`src/rtl/counter_pkg.sv`:
```
// Shared constants for the counter family (modulo counter, divider,
// sequencer). Direction and mode encodings are single bits so they map
// straight onto the `up` and `sat` control pins.
package counter_pkg;

  localparam logic DIR_UP    = 1'b1;
  localparam logic DIR_DOWN  = 1'b0;

  localparam logic MODE_WRAP = 1'b0;
  localparam logic MODE_SAT  = 1'b1;

endpackage

```
`src/rtl/counter_step.sv`:
```
// Combinational next-value unit for the modulo counter.
// Ports:
//   count  : current count (0..MODULUS-1)
//   up     : direction, DIR_UP increments, DIR_DOWN decrements
//   sat    : MODE_WRAP wraps at the bounds, MODE_SAT holds at the bounds
//   next   : count after one step
//   wrap   : this step wraps past a bound
//   block  : this step is held at a bound in saturate mode
module counter_step
  import counter_pkg::*;
#(
  parameter int WIDTH   = 3,
  parameter int MODULUS = 2 ** WIDTH
) (
  input  logic [WIDTH-1:0] count,
  input  logic             up,
  input  logic             sat,
  output logic [WIDTH-1:0] next,
  output logic             wrap,
  output logic             block
);

  // One extra bit of headroom so count+1 == MODULUS is visible even when
  // MODULUS == 2**WIDTH; the wrap is decided explicitly, never by overflow.
  localparam logic [WIDTH:0] MOD_X = (WIDTH+1)'(MODULUS);
  localparam logic [WIDTH:0] MAX_X = (WIDTH+1)'(MODULUS - 1);
  localparam logic [WIDTH:0] ONE_X = (WIDTH+1)'(1);

  logic [WIDTH:0] cnt_x;
  logic [WIDTH:0] inc_x;
  logic [WIDTH:0] dec_x;

  always_comb begin
    cnt_x = {1'b0, count};
    inc_x = cnt_x + ONE_X;
    dec_x = cnt_x - ONE_X;
    next  = count;
    wrap  = 1'b0;
    block = 1'b0;
    if (up == DIR_UP) begin
      if (inc_x < MOD_X) begin
        next = inc_x[WIDTH-1:0];
      end else if (sat == MODE_SAT) begin
        block = 1'b1;
      end else begin
        next = '0;
        wrap = 1'b1;
      end
    end else begin
      if (cnt_x != '0) begin
        next = dec_x[WIDTH-1:0];
      end else if (sat == MODE_SAT) begin
        block = 1'b1;
      end else begin
        next = MAX_X[WIDTH-1:0];
        wrap = 1'b1;
      end
    end
  end

endmodule

```
`src/rtl/mod_counter.sv`:
```
// Parametrised synchronous modulo counter with enable, direction, parallel
// load, wrap/saturate mode and status flags.
// Ports:
//   clock      : rising-edge clock
//   reset      : synchronous active-high reset (count <= RESET_VALUE)
//   en         : count enable
//   up         : 1 = increment, 0 = decrement
//   sat        : 0 = wrap at bounds, 1 = saturate at bounds
//   load       : parallel load strobe (wins over en)
//   load_value : value to load; out-of-range values load MODULUS-1
//   count      : registered count
//   tc         : combinational terminal count, usable as the next stage's en
//   wrapped    : one-cycle pulse, previous edge wrapped the count
//   sat_hit    : sticky, a step was blocked at a bound (cleared by reset/load)
//   load_err   : one-cycle pulse, previous edge loaded an out-of-range value
module mod_counter
  import counter_pkg::*;
#(
  parameter int WIDTH       = 3,
  parameter int MODULUS     = 2 ** WIDTH,
  parameter int RESET_VALUE = 0
) (
  input  logic             clock,
  input  logic             reset,
  input  logic             en,
  input  logic             up,
  input  logic             sat,
  input  logic             load,
  input  logic [WIDTH-1:0] load_value,
  output logic [WIDTH-1:0] count,
  output logic             tc,
  output logic             wrapped,
  output logic             sat_hit,
  output logic             load_err
);

  localparam logic [WIDTH:0]   MOD_X = (WIDTH+1)'(MODULUS);
  localparam logic [WIDTH-1:0] MAX_V = WIDTH'(MODULUS - 1);
  localparam logic [WIDTH-1:0] RST_V = WIDTH'(RESET_VALUE);

  logic [WIDTH-1:0] step_next;
  logic             step_wrap;
  logic             step_block;
  logic             load_ok;

  counter_step #(
    .WIDTH   (WIDTH),
    .MODULUS (MODULUS)
  ) u_step (
    .count (count),
    .up    (up),
    .sat   (sat),
    .next  (step_next),
    .wrap  (step_wrap),
    .block (step_block)
  );

  assign load_ok = ({1'b0, load_value} < MOD_X);

  // Only en and up reach tc, so cascaded stages stay synchronous.
  assign tc = en & ((up == DIR_UP) ? (count == MAX_V) : (count == '0));

  // Register stage: reset > load > en, otherwise hold.
  always_ff @(posedge clock) begin
    if (reset) begin
      count    <= RST_V;
      wrapped  <= 1'b0;
      sat_hit  <= 1'b0;
      load_err <= 1'b0;
    end else if (load) begin
      count    <= load_ok ? load_value : MAX_V;
      wrapped  <= 1'b0;
      sat_hit  <= 1'b0;
      load_err <= ~load_ok;
    end else begin
      wrapped  <= 1'b0;
      load_err <= 1'b0;
      if (en) begin
        count   <= step_next;
        wrapped <= step_wrap;
        if (step_block) begin
          sat_hit <= 1'b1;
        end
      end
    end
  end

endmodule

```
`config.mk`:
```
export PLATFORM = sky130hd
export DESIGN_NAME = mod_counter
export DESIGN_NICKNAME = d
export VERILOG_FILES = /design/src/rtl/counter_pkg.sv /design/src/rtl/counter_step.sv /design/src/rtl/mod_counter.sv
export SDC_FILE = /design/constraint.sdc
export NUM_CORES = 1
export LEC_CHECK = 0
export BUFFER_PORTS_ARGS = -buffer_cell sky130_fd_sc_hd__buf_2
export CAP_MARGIN = 20
export CORE_AREA = 5 5 42 44
export DETAILED_ROUTE_END_ITERATION = 8
export DIE_AREA = 0 0 47 49
export GPL_TIMING_DRIVEN = 0
export MAX_ROUTING_LAYER = met4
export PLACE_DENSITY_LB_ADDON = 0.15
export SYNTH_ARGS = -nofsm -noshare
export SYNTH_HDL_FRONTEND = slang
export SYNTH_HIERARCHICAL = 1
export SYNTH_SLANG_ARGS = --single-unit
```
`constraint.sdc`:
```
create_clock -name clock -period 5 [get_ports clock]
set_clock_uncertainty 0.1 [all_clocks]
set_input_delay 0.75 -clock clock [delete_from_list [all_inputs] [get_ports clock]]
set_output_delay 0.75 -clock clock [all_outputs]
set_load 0.005 [all_outputs]
```
==> results.json <==
{
  "status": "finished clean",
  "fmax_ghz": 0.412,
  "dp_hpwl_um": 744,
  "vias": 418,
  "cap_violations": 0,
  "fin_tns_setup_ns": 0,
  "path_clk_slew_ns": 0.04,
  "ctsHoldBuffers": 0,
  "gr-usage-met2_pct": 14.0,
  "fp.coreArea_sq_um": 1400,
  "final_nets": 82,
  "pwr_density_cell_nw_per_um2": 244,
  "htreeDepth": 1,
  "viasPerCell": 4.92,
  "first_iter_violations": 2,
  "cp.required_ns": 4.15,
  "irDropWorstVdd_mv": 0.137,
  "cts_tree": "done",
  "grt_pass1_wl_um": 1580,
  "critPathCaptureType": "output pin",
  "clock_path_buffers": 2,
  "cp-start-kind": "input pin",
  "setup_violations": 0,
  "portBuffers": 13,
  "syn_area_per_cell_sq_um": 8.13,
  "post_cts_buffers": 0,
  "drive_gt1_share_pct": 33.3,
  "top_usage_layer": "met2",
  "worstPathMaxFanout": 8,
  "grt_max_degree": 10,
  "p_comb_share_pct": 28.7,
  "place.gp.congestion": 0.743,
  "antenna_found_initial": 0,
  "pwr-share-clk_pct": 35.9,
  "grt_pass1_vias": 381,
  "setup_ws_ns": 2.57,
  "chipWidth_um": 47,
  "drt-total-wl_um": 923,
  "final_util_pct": 38.1,
  "synth_fp_nets": 64,
  "worstPathArrival_ns": 1.58,
  "insertion_delay_ns": 0.24,
  "drtAntennaViolNets": 0,
  "cts_resized": 0,
  "insertedDiodeCount": 0,
  "critPathKind": "in -> out",
  "place_ws_ns": 2.58,
  "row_count": 14,
  "clock_sinks": 5,
  "power_switching_uw": 39.0,
  "dpl_cell_area_sq_um": 508,
  "overflow": 0,
  "start_util_pct": 30.2,
  "hold_path_class": "reg -> reg",
  "drtPass1Iterations": 4,
  "hold_ws_ns": 0.418,
  "report.final.slew_viol_count": 0,
  "grt.met3_usage_pct": 1.48,
  "sequentialPowerShare_pct": 35.4,
  "fp.dieH_um": 49,
  "final_cell_area_sq_um": 534,
  "internal_power_uw": 91.6,
  "cts_root_buf": "clkbuf_4",
  "synth_cells": 52,
  "wire_per_inst_um": 10.9,
  "ys_warn_count": 6,
  "fin_crit_ns": 2.43,
  "yosysUniqueCellTypes": 29,
  "ys_seq_elements": 5,
  "synth.yosys.seq_area_share_pct": 23.7,
  "post-route-drc-count": 0,
  "dieArea_sq_um": 2300,
  "p_sw_share_pct": 29.9,
  "syn_to_final_growth_pct": 26.3,
  "hold_viol": 0,
  "rsz0062_at_grt": "false",
  "cts_buffers": 3,
  "ios": 16,
  "grt.met1_usage_pct": 11.8,
  "netlist_area_sq_um": 423,
  "finalCritPeriodShare_pct": 48.5,
  "grtUsageTotal_pct": 9.52,
  "p_leak_uw": 0.000250
}
-- logic make-up after synthesis --
kind of cell,count (synthesis),share of synthesized area (%)
XOR/XNOR,1,2.07
multiplexers,3,7.10
flip-flops,5,23.7
adder cells (fa/ha/maj),3,8.88
AO/OA/AOI/OAI,14,22.5
other,1,0.887
buffers and inverters,6,7.39
AND/OR/NAND/NOR,19,27.5
-- through the flow --
stage,total power (uW),instances
after floorplan,72.2,52
after global placement,84.4,81
after detailed placement,84.7,81
after CTS,133,85
after global routing,141,85
final,131,85
-- state kept, by name, summed over array words and instances (netlist names) --
register / cells
count: 3
sat_hit: 1
wrapped: 1
-- final cells by class --
class                   count  area, sq um
flip-flops and latches      5          100
multi-input cells          41          292
repair buffers             13         65.1
plain buffers               3         20.0
well taps                  16         20.0
inverters                   3         11.3
fillers                   148          867
clock buffers               4         26.3
-- worst max-delay path: stages --
cell,delay [ns]
buf_2,0.15
or4_1,0.40
a21boi_1,0.15
buf_2,0.13
-- path summary, 6_finish.rpt --
check	startpoint	endpoint	slack (ns)	cells past startpoint
max	up	tc	2.57	4
min	sat_hit	sat_hit	0.42	2
max reg2reg	count[0]	count[2]	3.15	7
min reg2reg	sat_hit	sat_hit	0.42	2
-- power groups by stage --
stage          sequential, uW  clock (uW)  combinational (uW)
6_report                 46.2        46.9                37.5
5_1_grt                  46.8        51.3                43.0
4_1_cts                  46.3        48.7                38.1
3_5_place_dp             47.0           0                37.7
3_3_place_gp             47.0           0                37.4
2_1_floorplan            46.4           0                25.9
-- layer usage --
layer / wire, um / up-vias
li1: - / 221
met1: 408 / 185
met2: 447 / 10
met3: 46 / 2
met4: 21 / 0
met5: 0 / -
-- layout by cell type, fill, tap and decap left out --
cell,instances
conb_1,1
nand4_1,1
a211oi_1,3
nand3_1,1
buf_4,2
nand2b_1,1
and3_4,1
a31oi_1,1
or2_2,1
nor2_1,3
buf_2,14
a21boi_1,1
nor2b_1,4
nor3b_2,1
nor3_1,2
o21ai_1,1
o22ai_1,2
nand3b_1,1
dfxtp_1,5
a21o_2,1
a311oi_1,1
xor2_1,1
o2bb2ai_1,1
clkbuf_4,3
ha_1,3
a21oi_1,3
mux2i_1,3
inv_1,3
clkbuf_1,1
or4_1,1
nand2_1,2
-- cells in the mapped netlist, drive strengths merged --
master	count	area, sq um
inv	3	11.3
a21boi	1	7.51
or2	1	6.26
conb	1	3.75
nand2b	1	6.26
a21oi	3	15.0
o22ai	2	12.5
a211oi	3	22.5
or4	1	7.51
dfxtp	5	100
buf	3	20.0
and3	1	11.3
a311oi	1	8.76
nor3b	1	12.5
o2bb2ai	1	8.76
a31oi	1	6.26
xor2	1	8.76
nor2b	4	25.0
nor2	3	11.3
nand2	2	7.51
mux2i	3	30.0
nand4	1	6.26
nand3b	1	7.51
nor3	2	10.0
ha	3	37.5
a21o	1	8.76
nand3	1	5.00
o21ai	1	5.00
Power figures use the tool's default switching activity.
